## src/rtl/fwd_hazard_unit.sv

```systemverilog
// Forwarding/hazard unit: shadows in-flight destinations in EX and MEM, registers the EX
// operand-mux selects, raises the IF/ID stall and keeps a saturating stall-cycle counter.
module fwd_hazard_unit #(
   parameter int REG_W = 4,
   parameter int CNT_W = 16
) (
   input  logic             CLK,
   input  logic             RST,
   input  logic             freeze,
   input  logic             forward_en,
   input  logic             flush,
   input  logic             id_valid,
   input  logic [REG_W-1:0] id_src1,
   input  logic [REG_W-1:0] id_src2,
   input  logic             id_use_src1,
   input  logic             id_two_src,
   input  logic             id_wb_en,
   input  logic [REG_W-1:0] id_dest,
   input  logic             id_mem_r_en,
   output logic [1:0]       forward1,
   output logic [1:0]       forward2,
   output logic             hazard_stall,
   output logic [CNT_W-1:0] stall_count
);

   localparam logic [1:0] SEL_RF  = 2'b00;
   localparam logic [1:0] SEL_MEM = 2'b01;
   localparam logic [1:0] SEL_WB  = 2'b10;

   // The WB slot is not stored: by the time an entry retires the register file holds its
   // value, so nothing downstream of MEM is ever consulted.
   logic             ex_valid;
   logic             ex_wb_en;
   logic             ex_mem_r;
   logic [REG_W-1:0] ex_dest;
   logic             mem_valid;
   logic             mem_wb_en;
   logic [REG_W-1:0] mem_dest;

   logic             ex_hit1;
   logic             ex_hit2;
   logic             mem_hit1;
   logic             mem_hit2;
   logic [1:0]       sel1;
   logic [1:0]       sel2;

   always_comb begin
      ex_hit1  = id_valid & id_use_src1 & ex_valid & ex_wb_en & (ex_dest == id_src1);
      ex_hit2  = id_valid & id_two_src & ex_valid & ex_wb_en & (ex_dest == id_src2);
      mem_hit1 = id_valid & id_use_src1 & mem_valid & mem_wb_en & (mem_dest == id_src1);
      mem_hit2 = id_valid & id_two_src & mem_valid & mem_wb_en & (mem_dest == id_src2);

      // An EX producer moves to MEM alongside the consumer, a MEM producer to WB;
      // the EX check comes first so the newest producer wins.
      sel1 = SEL_RF;
      sel2 = SEL_RF;
      if (forward_en) begin
         if (ex_hit1)
            sel1 = SEL_MEM;
         else if (mem_hit1)
            sel1 = SEL_WB;
         if (ex_hit2)
            sel2 = SEL_MEM;
         else if (mem_hit2)
            sel2 = SEL_WB;
      end

      hazard_stall = 1'b0;
      if (id_valid && !flush) begin
         if (forward_en)
            hazard_stall = (ex_hit1 | ex_hit2) & ex_mem_r;
         else
            hazard_stall = ex_hit1 | ex_hit2 | mem_hit1 | mem_hit2;
      end
   end

   // Flush and stall both drop a bubble into EX; only a stall is counted.
   always_ff @(posedge CLK) begin
      if (RST) begin
         ex_valid    <= 1'b0;
         ex_wb_en    <= 1'b0;
         ex_mem_r    <= 1'b0;
         ex_dest     <= '0;
         mem_valid   <= 1'b0;
         mem_wb_en   <= 1'b0;
         mem_dest    <= '0;
         forward1    <= SEL_RF;
         forward2    <= SEL_RF;
         stall_count <= '0;
      end else if (!freeze) begin
         mem_valid <= ex_valid;
         mem_wb_en <= ex_wb_en;
         mem_dest  <= ex_dest;
         if (flush || hazard_stall) begin
            ex_valid <= 1'b0;
            ex_wb_en <= 1'b0;
            ex_mem_r <= 1'b0;
            ex_dest  <= '0;
            forward1 <= SEL_RF;
            forward2 <= SEL_RF;
         end else begin
            ex_valid <= id_valid;
            ex_wb_en <= id_wb_en;
            ex_mem_r <= id_mem_r_en;
            ex_dest  <= id_dest;
            forward1 <= sel1;
            forward2 <= sel2;
         end
         if (hazard_stall && stall_count != {CNT_W{1'b1}})
            stall_count <= stall_count + CNT_W'(1);
      end
   end

endmodule

```

## config.mk

```make
export PLATFORM = sky130hd
export DESIGN_NAME = fwd_hazard_unit
export DESIGN_NICKNAME = d
export VERILOG_FILES = /design/src/rtl/fwd_hazard_unit.sv
export SDC_FILE = /design/constraint.sdc
export NUM_CORES = 1
export LEC_CHECK = 0
export BUFFER_PORTS_ARGS = -buffer_cell sky130_fd_sc_hd__buf_2
export CELL_PAD_IN_SITES_DETAIL_PLACEMENT = 0
export CELL_PAD_IN_SITES_GLOBAL_PLACEMENT = 2
export CORE_UTILIZATION = 33
export DETAILED_ROUTE_END_ITERATION = 10
export PLACE_DENSITY = 0.85
export SYNTH_ARGS = -nofsm -noshare
export SYNTH_HDL_FRONTEND = slang
export SYNTH_SLANG_ARGS = --single-unit
```

## constraint.sdc

```tcl
create_clock -name CLK -period 3.91 [get_ports CLK]
set_input_delay 0.391 -clock CLK [delete_from_list [all_inputs] [get_ports CLK]]
set_output_delay 0.391 -clock CLK [all_outputs]
set_load 0.1 [all_outputs]
```

# Yosys cells after proc, flatten, opt, wreduce, memory -nomap -nowiden

Cells that the tools add are included.

$add $sub $neg: 1
Multipliers: 0
Divide/modulo/power cells: 0
$lt $le $gt $ge: 0
Equality and inequality tests: 5
Shifts and indexed selects: 0
Muxes and demuxes: 14
Bitwise logic cells: 19
Reduce and logical (&&, ||, !) cells: 5

Operator list:

| operator              | count |
|---|---|
| $add 16x1->16 const B | 1 |
| $eq 4x4->1            | 4 |
| $mux 2                | 8 |
| $ne 16x16->1 const B  | 1 |
| $and 1x1->1           | 15 |
| $mux 1                | 5 |
| $mux 4                | 1 |
| $or 1x1->1            | 3 |
| $logic_and 1x1->1     | 2 |
| $reduce_and 2->1      | 1 |
| $logic_not 1->1       | 1 |
| $logic_or 1x1->1      | 1 |
| $not 1->1             | 1 |

Flip-flop bits (word level): 33
Bits in latches: 0
RAM bits: 0
Bits in read-only memories: 0
Input port bits: 22
Output and inout bits: 21
Word-level logic and storage cells: 54
Memories kept: 0

# Longest topological paths before layout

Word-level depth: 11
Gate-level depth with buffers: 8
Depth with buffers taken out: 7

# Least setup slack after synthesis

No wires, ideal clock.

Path kind: input port to output port
From: in id_src2[1]
To: out hazard_stall
Arrival: 2.843 ns
Data required time: 3.519 ns
Slack: 0.676 ns
Stages: 7
Path buffers: 2
Path through: xor2_1 -> or3_1 -> o2bb2a_4 -> and2_4 -> buf_6 -> clkbuf_1 -> nor2_1

Word-level cells in the longest chain between the ends: 7
Elaborated cells on any way between the ends: 10
Classes of those cells: 2 x eq/ne; 2 x mux; 6 x bitwise

Ends and longest elaborated chain:

| what                     | line   | RTL |
|---|---|---|
| start, declared          | 14     | `input logic [REG_W-1:0] id_src2,` |
| $eq 4x4->1               | 49     | `ex_hit2 = id_valid & id_two_src & ex_valid & ex_wb_en & (ex_dest == id_src2);` |
| $and 1x1->1              | 49     |  |
| $or 1x1->1               | 71, 73 |  |
| $or 1x1->1 (2 in series) | 73     | `hazard_stall = ex_hit1 \| ex_hit2 \| mem_hit1 \| mem_hit2;` |
| $mux 1 (*)               | 70     | `if (forward_en)` |
| $mux 1 (*)               | 69     | `if (id_valid && !flush) begin` |
| end, declared            | 22     | `output logic hazard_stall,` |

Every way passes the cells marked *; elsewhere a longest branch is shown, timed or not.

# Worst setup path after layout

From: reg ex_dest[0]
To: out hazard_stall

Word-level cells in the longest chain between the ends: 7
Elaborated cells on any way between the ends: 10
Classes of those cells: 2 x eq/ne; 2 x mux; 6 x bitwise

Ends and longest elaborated chain:

| what                                  | line   | RTL |
|---|---|---|
| start, declared                       | 35     | `logic [REG_W-1:0] ex_dest;` |
| start signal, assigned                | 105    | `ex_dest <= id_dest;` |
| $eq 4x4->1, on equally long branches  | 48, 49 |  |
| $and 1x1->1, on equally long branches | 48, 49 |  |
| $or 1x1->1 (*)                        | 71, 73 |  |
| $or 1x1->1 (2 in series)              | 73     |  |
| $mux 1 (*)                            | 70     |  |
| $mux 1 (*)                            | 69     |  |

Marks and branches as above.

==> results.md <==
* Vias in the first global route at 1320
* Crit path launch type: flop
* Die ar. at 5502 um2
* Synth Area in Compound Gates at 15.50%
* PwrDens at 312.7 nW/um2
* Post-Synth XOR/XNOR Area at slightly above 9%
* CP bufs+invs at 1
* Largest net degree at the start of global routing at 33
* Net count, final at 259
* Die Y at 74.18 um
* Top Ports at 43
* Critical path required time at between 3 and 4 ns
* Worst-Skew Late Latency at between 0.2 and 0.3 ns
* H-tree Lvls at 2
* Placer Congestion at between 0.8 and 0.9
* Status: completed
* Final wirelength at around 4000 um
* HP Class: in2reg
* Synth top cells by count: dfxtp_1, nor2_1, a21oi_1, xor2_1, nand2_1
* Clock buffer depth at 2
* Max Cap Viol at 0
* Seq pwr share at 53.6%
* Clock Power Share at 38.9%
* Post-synthesis cell area at about 1700 um2
* Synth-to-layout area growth at 19.72%
* Syn_nets at 219
* Drt initial violations at 66
* Seq/Total Area, Yosys at between 30 and 40%
* Post-synth EDFFs at 0
* Comb pwr share at roughly 7.5%
* Vias at about 1600
* Post-synth top area share at between 30% and 40%
* Worst Setup End Kind: primary output
* Max_slew headroom at roughly three fifths
* Setup crit start: ex_dest[0]$_SDFFE_PP0N_
* Worst path arrival time at 2.20 ns
* Post-route ant nets at 0
* Delay-heaviest family, CP: simple AND/OR/NAND/NOR gates
* Number of gates resized after CTS at 0
* Clk slew on worst S/H paths at roughly 0.070 ns
* Synthesized flop and latch total at 33
* TritonRoute pass-1 iters at 4
* CP Cell Sequence: xor2_1, nor3_1, o2bb2a_4, and2_4, nor2_1, buf_2
* Synth area leader: dfxtp_1
* R2R Path Start: ex_dest[0]$_SDFFE_PP0N_
* Clock Sinks at 33
* Core footprint at 4880 um2
* Port bufs at 42
* Die width at 74.18 um
* Post-synthesis mux area share at 6.041%
* Detailed placer's ending HPWL at 2974 um
* Sw Ratio at 24.83%
* Slowest stage cell, crit path: buf_2
* Area fraction in and, or, nand and nor cells after synthesis at between 20 and 30%
* Synth top area cells: dfxtp_1, xor2_1, a21oi_1
* Mapped Cells at 196
* FP Rows at 25
* Total grt overflow at 0
* Ys Warns at 0
* Final min period at around 2.6 ns
* CTS tree: built
* Total count of hold-check failures in the final report at 0
* Clock Tree Root: clkbuf_8
* Worst setup path category: reg2out
* CTS Buf Count at 5
* Yosys cell types at 39
* FILL cells at 505
* Final setup fails at 0
* Setup TNS at 0 ns
* Most used DFF post-synth: dfxtp_1
* First-pass GRT wire length at 6430 um
* Share of layout cells above drive strength 1 at roughly 24%
* Async S/R FF share, synth at 0%
* Leakage at 0.8505 nW
* Hold buffer count at CTS at 0
* Worst-Margin Slew at 0.6126 ns
* Total GRT Usage at 15.76%
* RSZ-0062 raised after global routing: false
* Initial Utilization at 35.23%
* Total power at 0.6435 mW
* Drt via density at 5.181
* P_int at slightly below 0.5 mW
* Critical path peak fanout at 23
* Initial antenna violation count at 0
* Final worst path period share at between 60% and 70%
* WL per Instance at 13.12 um
* DRC errors left at 0
* Largest family of logic cells by synthesized area: simple AND/OR/NAND/NOR gates
* Hold Crit Start: id_dest[0]
* Peak Freq at 0.3861 GHz
* Most frequent cell after synthesis: dfxtp_1
* Average size of a mapped cell at 8.771 um2
* Net switching power at between 0.15 and 0.2 mW
* Layout Skew at 0.01016 ns
* Worst VDD drop at 0.0001360 V
* Setup Buffers After CTS at 0
* Diodes inserted at 0
* Adder-cell share of the synthesized area at 0.7278%
* Max-slew violations at 0
* CP peak stage delay at 0.43 ns
[through the flow]
stage	utilization, %	instances	worst slack (ns)	hold slack (ns)	cell area (um2)
4_1_cts	42.18	304	1.294	0.3040	2058
5_1_grt	42.18	304	1.133	0.3002	2058
6_report	42.18	304	1.320	0.3136	2058
3_3_place_gp	40.41	296	1.390	0.4396	1972
3_5_place_dp	40.41	296	1.453	0.4442	1972
2_1_floorplan	-	196	0.6759	0.4721	1719
[state kept, by name (all words and copies together), names as in the netlist]
name,cells
stall_count,16
mem_dest,4
forward1,2
forward2,2
mem_wb_en,1
ex_valid,1
ex_mem_r,1
ex_wb_en,1
mem_valid,1
ex_dest,4
[area by class of cell]
| cell class | instances | area, um2 | share of cell area (%) |
|---|---|---|---|
| well taps | 67 | 83.83 | 4.073 |
| flip-flops and latches | 33 | 660.6 | 32.10 |
| repair buffers | 42 | 210.2 | 10.21 |
| clock inverters | 3 | 17.52 | 0.8511 |
| inverters | 1 | 3.754 | 0.1824 |
| multi-input cells | 153 | 1013 | 49.24 |
| clock buffers | 5 | 68.82 | 3.343 |
[cells in the final DEF, fill, tap and decap left out, types with 2 or more instances in the layout]
cell type	n
o21ai_0	4
a22o_1	7
dfxtp_1	33
or3_1	5
buf_2	42
mux2i_1	7
clkinv_2	2
or4_1	8
clkbuf_8	5
nand3_1	6
a21oi_1	15
and3_1	3
nand2_1	10
xor2_1	13
xnor2_1	5
o31ai_1	5
nand4_1	8
nor2b_1	5
mux2_2	3
nor3_1	8
nor4b_1	2
and4_1	2
nand2b_1	4
nor2_1	19
[power by group through the flow]
stage / logic (mW) / clock network [mW] / registers [mW]
finish: 0.0482 / 0.250 / 0.345
global route: 0.0537 / 0.284 / 0.346
global placement: 0.0487 / 0 / 0.353
CTS: 0.0491 / 0.259 / 0.345
detailed placement: 0.0490 / 0 / 0.353
floorplan: 0.0280 / 0 / 0.351
[cell families after synthesis]
family                     after synthesis
AOI/OAI and AO/OA                       38
xor gates and xnor gates                18
adders and majority gates                1
buffers and inverters                   10
DFF                                     33
muxes                                   10
and+or+nand+nor                         86
[per-layer routing]
metal  GRT usage, %  routed length [um]  up-vias
met5              0                   0        -
met4          4.487                  40        0
li1               -                   -      807
met3          4.878                 139        6
met2          21.82                1684       29
met1          23.20                2123      733
[path summary, 6_finish.rpt]
path	depth (start not counted)	to	slack (ns)
max	6	hazard_stall	1.32
min	2	ex_dest[0]$_SDFFE_PP0N_	0.31
min reg2reg	2	forward2[0]$_SDFFE_PP0N_	0.45
max reg2reg	6	stall_count[7]$_SDFFE_PP0P_	1.57
(Power assumes the default switching activity.)
